===== src/rtl/parking_pkg.sv =====
// parking_pkg: shared types and default timing/capacity values for the smart-parking blocks.
// Contents: gate FSM state enum (2-bit) and default CAPACITY/OPEN_CYCLES/GUARD_CYCLES.
package parking_pkg;
   typedef enum logic [1:0] {
      IDLE       = 2'd0,
      OPEN_ENTRY = 2'd1,
      OPEN_EXIT  = 2'd2,
      GUARD      = 2'd3
   } gate_state_t;
   localparam int CAPACITY_DEF     = 8;
   localparam int OPEN_CYCLES_DEF  = 16;
   localparam int GUARD_CYCLES_DEF = 4;
endpackage


===== src/rtl/parking_gate_arbiter_if.sv =====
// parking_gate_arbiter_if: lane handshake and status bundle between lane controllers and the gate arbiter.
// Lane side (master) drives entry/exit requests and pass pulses; the arbiter (slave) drives
// grants, gate_open, occupancy, full, empty and timeout_err.
interface parking_gate_arbiter_if #(
   parameter int CNT_W = 4
);
   logic             entry_req;
   logic             exit_req;
   logic             entry_pass;
   logic             exit_pass;
   logic             entry_grant;
   logic             exit_grant;
   logic             gate_open;
   logic [CNT_W-1:0] occupancy;
   logic             full;
   logic             empty;
   logic             timeout_err;
   modport master (
      output entry_req, exit_req, entry_pass, exit_pass,
      input  entry_grant, exit_grant, gate_open, occupancy, full, empty, timeout_err
   );
   modport slave (
      input  entry_req, exit_req, entry_pass, exit_pass,
      output entry_grant, exit_grant, gate_open, occupancy, full, empty, timeout_err
   );
endinterface


===== src/rtl/parking_gate_arbiter_gate_timer.sv =====
// gate_timer: up-counter with clear and enable that flags when it sits on a programmable terminal count.
// Ports: clock_in/rst_in (async active-low), clear (sync zero), enable (count up),
// terminal (count at which expire asserts), expire (enable && count == terminal).
module gate_timer #(
   parameter int TMR_W = 5
)(
   input  logic             clock_in,
   input  logic             rst_in,
   input  logic             clear,
   input  logic             enable,
   input  logic [TMR_W-1:0] terminal,
   output logic             expire
);
   logic [TMR_W-1:0] count;
   always_ff @(posedge clock_in or negedge rst_in)
      if (!rst_in) count <= '0;
      else if (clear) count <= '0;
      else if (enable) count <= count + 1'b1;
   assign expire = enable && count == terminal;
endmodule


===== src/rtl/parking_gate_arbiter.sv =====
// parking_gate_arbiter: shares one barrier gate between entry and exit lanes and tracks lot occupancy.
// Ports: clock_in, rst_in (async active-low), bus (parking_gate_arbiter_if.slave: requests and
// pass pulses in; grants, gate_open, occupancy, full, empty, timeout_err out).
module parking_gate_arbiter
   import parking_pkg::*;
#(
   parameter int CAPACITY     = CAPACITY_DEF,
   parameter int CNT_W        = 4,
   parameter int OPEN_CYCLES  = OPEN_CYCLES_DEF,
   parameter int GUARD_CYCLES = GUARD_CYCLES_DEF,
   parameter int TMR_W        = 5
)(
   input  logic                 clock_in,
   input  logic                 rst_in,
   parking_gate_arbiter_if.slave bus
);
   gate_state_t      state, state_nx;
   logic [CNT_W-1:0] occ, occ_nx;
   logic             last_entry, last_entry_nx;
   logic             timeout_q, timeout_nx;
   logic             full, pick_entry, arb, tmr_exp;
   logic [TMR_W-1:0] tmr_term;
   assign full = occ == CNT_W'(CAPACITY);
   // Entry wins when it is eligible and either exit is idle or exit was served last.
   assign pick_entry = bus.entry_req && !full && (!bus.exit_req || !last_entry);
   // The last guard cycle doubles as the arbitration cycle so the next grant lands right after guard.
   assign arb = state == IDLE || (state == GUARD && tmr_exp);
   assign tmr_term = state == GUARD ? TMR_W'(GUARD_CYCLES - 1) : TMR_W'(OPEN_CYCLES - 1);
   gate_timer #(.TMR_W(TMR_W)) u_timer (
      .clock_in (clock_in),
      .rst_in   (rst_in),
      .clear    (state_nx != state),
      .enable   (state != IDLE),
      .terminal (tmr_term),
      .expire   (tmr_exp)
   );
   always_comb begin
      state_nx      = state;
      occ_nx        = occ;
      last_entry_nx = last_entry;
      timeout_nx    = 1'b0;
      if (arb) begin
         state_nx      = pick_entry ? OPEN_ENTRY : bus.exit_req ? OPEN_EXIT : IDLE;
         last_entry_nx = pick_entry ? 1'b1 : bus.exit_req ? 1'b0 : last_entry;
      end else if (state == OPEN_ENTRY && bus.entry_pass) begin
         state_nx = GUARD;
         occ_nx   = occ + 1'b1;
      end else if (state == OPEN_EXIT && bus.exit_pass) begin
         state_nx = GUARD;
         occ_nx   = occ - CNT_W'(occ != '0);
      end else if (state != GUARD && tmr_exp) begin
         state_nx   = GUARD;
         timeout_nx = 1'b1;
      end
   end
   always_ff @(posedge clock_in or negedge rst_in)
      if (!rst_in) begin
         state      <= IDLE;
         occ        <= '0;
         last_entry <= 1'b0;
         timeout_q  <= 1'b0;
      end else begin
         state      <= state_nx;
         occ        <= occ_nx;
         last_entry <= last_entry_nx;
         timeout_q  <= timeout_nx;
      end
   assign bus.entry_grant = state == OPEN_ENTRY;
   assign bus.exit_grant  = state == OPEN_EXIT;
   assign bus.gate_open   = state == OPEN_ENTRY || state == OPEN_EXIT;
   assign bus.occupancy   = occ;
   assign bus.full        = full;
   assign bus.empty       = occ == '0;
   assign bus.timeout_err = timeout_q;
endmodule

===== src/flat_wrapper.sv =====
// flat-port wrapper written by rule: the top's interface ports become plain ports
module parking_gate_arbiter_flat import parking_pkg::*;
#(
   parameter int CAPACITY     = CAPACITY_DEF,
   parameter int CNT_W        = 4,
   parameter int OPEN_CYCLES  = OPEN_CYCLES_DEF,
   parameter int GUARD_CYCLES = GUARD_CYCLES_DEF,
   parameter int TMR_W        = 5
)
  (clock_in, rst_in, bus_entry_req, bus_exit_req, bus_entry_pass, bus_exit_pass, bus_entry_grant, bus_exit_grant, bus_gate_open, bus_occupancy, bus_full, bus_empty, bus_timeout_err);
  parking_gate_arbiter_if #(.CNT_W(CNT_W)) bus_i ();
  input  logic clock_in;
  input  logic rst_in;
  input wire logic [$bits(bus_i.entry_req)-1:0] bus_entry_req;
  input wire logic [$bits(bus_i.exit_req)-1:0] bus_exit_req;
  input wire logic [$bits(bus_i.entry_pass)-1:0] bus_entry_pass;
  input wire logic [$bits(bus_i.exit_pass)-1:0] bus_exit_pass;
  output wire logic [$bits(bus_i.entry_grant)-1:0] bus_entry_grant;
  output wire logic [$bits(bus_i.exit_grant)-1:0] bus_exit_grant;
  output wire logic [$bits(bus_i.gate_open)-1:0] bus_gate_open;
  output wire logic [$bits(bus_i.occupancy)-1:0] bus_occupancy;
  output wire logic [$bits(bus_i.full)-1:0] bus_full;
  output wire logic [$bits(bus_i.empty)-1:0] bus_empty;
  output wire logic [$bits(bus_i.timeout_err)-1:0] bus_timeout_err;
  assign bus_i.entry_req = bus_entry_req;
  assign bus_i.exit_req = bus_exit_req;
  assign bus_i.entry_pass = bus_entry_pass;
  assign bus_i.exit_pass = bus_exit_pass;
  assign bus_entry_grant = bus_i.entry_grant;
  assign bus_exit_grant = bus_i.exit_grant;
  assign bus_gate_open = bus_i.gate_open;
  assign bus_occupancy = bus_i.occupancy;
  assign bus_full = bus_i.full;
  assign bus_empty = bus_i.empty;
  assign bus_timeout_err = bus_i.timeout_err;
  parking_gate_arbiter #(.CAPACITY(CAPACITY), .CNT_W(CNT_W), .OPEN_CYCLES(OPEN_CYCLES), .GUARD_CYCLES(GUARD_CYCLES), .TMR_W(TMR_W)) u_core (.clock_in(clock_in), .rst_in(rst_in), .bus(bus_i));
endmodule

===== config.mk =====
export PLATFORM = sky130hd
export DESIGN_NAME = parking_gate_arbiter_flat
export DESIGN_NICKNAME = d
export VERILOG_FILES = /design/src/rtl/parking_pkg.sv /design/src/rtl/parking_gate_arbiter_if.sv /design/src/rtl/parking_gate_arbiter_gate_timer.sv /design/src/rtl/parking_gate_arbiter.sv /design/src/flat_wrapper.sv
export SDC_FILE = /design/constraint.sdc
export NUM_CORES = 1
export LEC_CHECK = 0
export CORE_ASPECT_RATIO = 1.5
export CORE_MARGIN = 2
export CORE_UTILIZATION = 30
export CTS_CLUSTER_DIAMETER = 120
export DETAILED_ROUTE_END_ITERATION = 12
export GPL_TIMING_DRIVEN = 0
export PLACE_DENSITY_LB_ADDON = 0.08
export SLEW_MARGIN = 20
export SYNTH_ARGS = -nofsm -noshare
export SYNTH_HDL_FRONTEND = slang
export SYNTH_SLANG_ARGS = --single-unit

===== constraint.sdc =====
create_clock -name clock_in -period 2.61 [get_ports clock_in]
set_input_delay 0.3915 -clock clock_in [delete_from_list [all_inputs] [get_ports clock_in]]
set_output_delay 0.3915 -clock clock_in [all_outputs]
set_load 0.02 [all_outputs]

=== Word-level counts from Yosys, hierarchy flattened ===
Index checks and enable logic that the tools add are counted.

* Flip-flop bits (word level): 13
* Input bits: 6
* Output and inout bits: 10
* Word-level logic and storage cells: 55

* Add/sub/neg operators: 3
* Eq/ne operators: 7
* Multiplexer cells: 17
* Bitwise gates (word level): 1
* Reduce and logical (&&, ||, !) cells: 22

{| class="wikitable"
|+ Operators with widths
! cell !! count
|-
| 2-bit two-way mux || 6
|-
| 4-bit two-way mux || 3
|-
| 5-bit two-way mux || 2
|-
| 2-bit nonzero test || 4
|-
| 1-bit logical AND || 7
|-
| 1-bit two-way mux || 6
|-
| 5-bit by 1-bit adder with 5-bit output (second input constant) || 1
|-
| 5-bit equality test || 1
|-
| 4-bit by 1-bit adder with 4-bit output (second input constant) || 1
|-
| 2-bit equality test (second input constant) || 2
|-
| 4-bit equality test (second input constant) || 1
|-
| 4-bit zero test || 1
|-
| 2-bit AND reduction || 2
|-
| 4-bit nonzero test || 1
|-
| 4-bit by 1-bit subtractor with 4-bit output || 1
|-
| 1-bit zero test || 3
|-
| 1-bit logical OR || 3
|-
| 2-bit by 1-bit equality test with 1-bit output (second input constant) || 1
|-
| 2-bit zero test || 1
|-
| 2-bit inequality test || 1
|-
| 2-bit inequality test (second input constant) || 1
|-
| 1-bit NOT || 1
|}

=== Logic depth before layout (Yosys ltp) ===
* Word-level depth: 11
* Depth in mapped cells: 9
* Depth with buffers taken out: 9

=== By module ===
A second synthesis with hierarchy kept.

* Cell total of the unflattened synthesis: 88
* Area, all modules: 875.8 µm²

{| class="wikitable"
|+ By module, submodules not included
! module !! times used !! cells each !! area each (µm²) !! sequential area each (µm²)
|-
| parking_gate_arbiter || 1 || 62 || 601.8 || 200.2
|-
| gate_timer || 1 || 26 || 274.0 || 125.1
|}

=== Worst setup path after synthesis ===
OpenSTA, ideal clock, no wires.

* Path type: register -> register
* From: reg u_core.occ[1], in the netlist u_core.bus.occupancy[1]
* To: reg u_core.occ[3], in the netlist u_core.bus.occupancy[3]
* Setup time: 130 ps
* Arrival time: 2,658 ps
* Data required time: 2,480 ps
* Slack: -178 ps
* Cell stages (with the launch flop): 8
* Buffers on the path: 0
* Period minus slack after synthesis: 2,788 ps
* Path through: dfrtp_1 nor4_1 nor2_1 ha_1 a21oi_1 a211o_1 nand3_1 xnor2_1

* Longest elaborated chain between the ends: 4
* Elaborated cells on any way between the ends: 5
* Classes of those cells: 2 x add/sub; 2 x mux; 1 x reduce/logical

{| class="wikitable"
|+ Ends and longest elaborated chain
! element !! RTL line !! text
|-
| from (decl) || parking_gate_arbiter.sv:18 || <nowiki>logic [CNT_W-1:0] occ, occ_nx;</nowiki>
|-
| from (signal assigned) || parking_gate_arbiter.sv:64 || <nowiki>occ <= occ_nx;</nowiki>
|-
| 4-bit nonzero test || parking_gate_arbiter.sv:50 || <nowiki>occ_nx = occ - CNT_W'(occ != '0);</nowiki>
|-
| 4-bit by 1-bit subtractor with 4-bit output || parking_gate_arbiter.sv:50 ||
|-
| 4-bit two-way mux || parking_gate_arbiter.sv:48 || <nowiki>end else if (state == OPEN_EXIT && bus.exit_pass) begin</nowiki>
|-
| 4-bit two-way mux * || parking_gate_arbiter.sv:45 || <nowiki>end else if (state == OPEN_ENTRY && bus.entry_pass) begin</nowiki>
|}

Every way passes the cells marked *; elsewhere a longest branch is shown, timed or not. The select of a mux whose other input is x is not followed.
A chain may end at the register's enable or synchronous reset.

=== Final worst setup path ===
* From: reg u_core.occ[1], in the netlist u_core.bus.occupancy[1]
* To: out bus_full

* Longest elaborated chain between the ends: 1

{| class="wikitable"
|+ Ends and longest elaborated chain
! element !! RTL line !! text
|-
| 4-bit equality test || parking_gate_arbiter.sv:23 || <nowiki>assign full = occ == CNT_W'(CAPACITY);</nowiki>
|-
| to (decl) || flat_wrapper.sv:22 || <nowiki>output wire logic [$bits(bus_i.full)-1:0] bus_full;</nowiki>
|}

Every way passes these cells.

==> flow_summary.yaml <==
outcome:
  status: "completed"
timing:
  timing.final.crit_share_pct: 93.2
  setup_viol: 0
  rsz0062_at_grt: "false"
  report.final.slew_viol_count: 0
  clock-skew-final_ns: 0.00305
  worst_pin_slew_ns: 0.619
  fin_hold_ws_ns: 0.531
  worst_slack_ns: 0.178
  final.setup.tns_ns: 0
  fmax_ghz: 0.411
  min_period_ns: 2.43
  max_slew_margin_pct: 58.6
  final_hold_viol_count: 0
cells_and_area:
  layout-drive-gt1-share_pct: 11.8
  area_delta_synth_final_pct: 28.5
  nNetsFinal: 118
  diodes: 0
  instances_no_fill: 139
floorplanning:
  rows: 23
  start_util_pct: 32.1
  fp.dieW_um: 47.9
  io_pins: 16
  die_h_um: 69.9
  core_area_um2: 2710
  die-area_um2: 3350
clock_tree:
  cts_setup_buffers: 0
  cts_max_level: 1
  cts_buffers: 3
  cts_tree: "done"
  cts_resized: 0
  cts.sinks: 13
  clk_latency_ns: 0.24
  cts_hold_repair.buffers: 0
  root_buffer: "clkbuf_8"
  clock_path_buffers: 2
  clkTransAtPathRegs_ns: 0.06
drt:
  drt-wirelength-per-cell_um: 13.1
  drc: 0
  totalWireLength_um: 1830
  antenna_left: 0
  drt_iter0_drc: 5
  avgViaCountPerCell: 5.05
  drtPass1Iterations: 3
  num_vias: 702
global_routing:
  grt_usage_pct: 12.9
  grt_start_max_net_pins: 14
  grt-ovfl-total: 0
  antenna_found_initial: 0
  grt_pass1_wl_um: 3130
  first_global_vias: 723
yosys:
  yosysWarnings: 0
  ys_ff_latch: 13
  avgSynthCellArea_um2: 10.5
  yosysSeqAreaShare_pct: 37.5
  netlist-cell-type-count: 35
  syn-num-nets: 98
  synthCells: 83
  syn_area_um2: 868
placement:
  routabilityCongestion: 0.719
  io_buffer_count: 15
  post-place-ws_ns: 0.262
  dp_hpwl_um: 1430
  dp.cells: 135
critical_path:
  path_class: "reg -> out"
  endpoint_kind: "primary output"
  start_kind: "register"
  path_max_fanout: 7
  arrival_ns: 2.04
  cp.required_ns: 2.22
run:
  cap_violations: 0
power:
  p_per_area_nw_per_um2: 1210
  irDropWorstVdd_mv: 0.550
  p_leak_nw: 0.482
worst_hold_path:
  hold_path_class: "in -> async"
==> critical path, stage by stage (launching register included) <==
cell and delay [ns]:
dfrtp_1 0.46, or4b_1 0.52, buf_2 0.18, inv_1 0.06, clkdlybuf4s50_1 0.59
==> final timing paths <==
check                                                    startpoint                             endpoint  slack (ns)  cells past startpoint
min in group clock_in                 u_core.last_entry$_DFFE_PN0P_        u_core.last_entry$_DFFE_PN0P_        0.53                      1
worst min-delay path                                         rst_in        u_core.last_entry$_DFFE_PN0P_        0.53                      1
max in group asynchronous                                    rst_in  u_core.bus.occupancy[0]$_DFFE_PN0P_        1.67                      1
worst max register to register            u_core.state[1]$_DFF_PN0_  u_core.bus.occupancy[3]$_DFFE_PN0P_        0.32                      9
worst min register to register        u_core.last_entry$_DFFE_PN0P_        u_core.last_entry$_DFFE_PN0P_        0.53                      1
worst max-delay path            u_core.bus.occupancy[1]$_DFFE_PN0P_                             bus_full        0.18                      4
==> placed cells by master, fill, tap and decap left out, types with 2 or more instances in the layout <==
cell              n
dfrtp_1          13
nand3_1           3
a211oi_2          2
ha_1              8
clkbuf_8          3
a21oi_1           2
a2bb2oi_1         2
mux2_2            3
clkdlybuf4s50_1  15
clkbuf_1          2
inv_1             4
nand2_1           4
xnor2_1           3
xor2_1            3
o21ai_0           2
nor2_1            3
and3b_1           2
a31oi_1           8
nor3b_1           2
==> layer usage <==
| layer | track usage, % | wire [µm] | vias up |
|---|---|---|---|
| li1 | - | - | 347 |
| met1 | 14.2 | 736 | 338 |
| met2 | 21.5 | 996 | 15 |
| met3 | 3.62 | 75 | 2 |
| met4 | 5.71 | 18 | 0 |
| met5 | 0 | 0 | - |
==> layout make-up <==
type / count / area, µm²
timing repair buffer: 15 / 150
multi-input combinational: 64 / 526
fill: 293 / 1590
buffer: 2 / 8.76
sequential: 13 / 325
tap: 37 / 46.3
clock buffer: 4 / 45.0
inverter: 4 / 15.0
==> flip-flops by register name, summed over array words and instances (netlist names) <==
| signal | cells |
|---|---|
| u_core.bus.timeout_err | 1 |
| u_core.last_entry | 1 |
| u_core.u_timer.count | 5 |
| u_core.bus.occupancy | 4 |
| u_core.state | 2 |
==> synth_stat cells <==
master     count  area [µm²]
xor2_1         3        26.3
nor3b_1        2        15.0
dfrtp_1       13         325
nand2_1        4        15.0
o21ai_0        2        10.0
o211ai_1       1        7.51
or4b_1         1        10.0
and2_1         1        6.26
a211o_1        1        8.76
a21boi_0       1        7.51
nand4b_1       1        8.76
a21oi_1        2        10.0
a21o_2         1        8.76
fa_1           1        20.0
and3_1         1        6.26
nor4_1         1        6.26
a22oi_1        1        7.51
nand4_1        1        6.26
ha_1           8         100
a2bb2oi_1      2        17.5
nand3_1        3        15.0
a211oi_2       2        25.0
o211ai_2       1        12.5
mux2i_1        1        10.0
nand2b_1       1        6.26
inv_1          4        15.0
nor2b_1        1        6.26
nand3b_1       1        7.51
xnor2_1        3        26.3
nor2_1         3        11.3
and3b_1        2        17.5
mux2_2         3        33.8
clkbuf_1       1        3.75
a31oi_1        8        50.1
buf_2          1        5.00
==> power breakdown <==
part | internal, W | switching [W]
logic | 0.000374 | 0.000381
clock network | 0.000108 | 0.0000738
registers | 0.000294 | 0.000117
==> kinds of logic (layout without fill, tap and decap cells) <==
family                   count (synthesis)  in the layout  synth area share, %
XOR/XNOR                                 6              6                 6.05
buffers and inverters                    6             25                 2.74
AND/OR/NAND/NOR                         23             23                 15.9
AO/OA/AOI/OAI                           22             22                 19.0
multiplexers                             4              4                 5.04
flip-flops                              13             13                 37.5
adder cells (fa/ha/maj)                  9              9                 13.8
==> metrics by stage <==
step	instance area, µm²	power (W)	utilization [%]
detailed placement	1070	0.00118	39.6
CTS	1120	0.00137	41.3
finish	1120	0.00135	41.3
floorplan	875	0.000936	-
global placement	1070	0.00118	39.6
global route	1120	0.00148	41.3
Power figures use the tool's default switching activity.
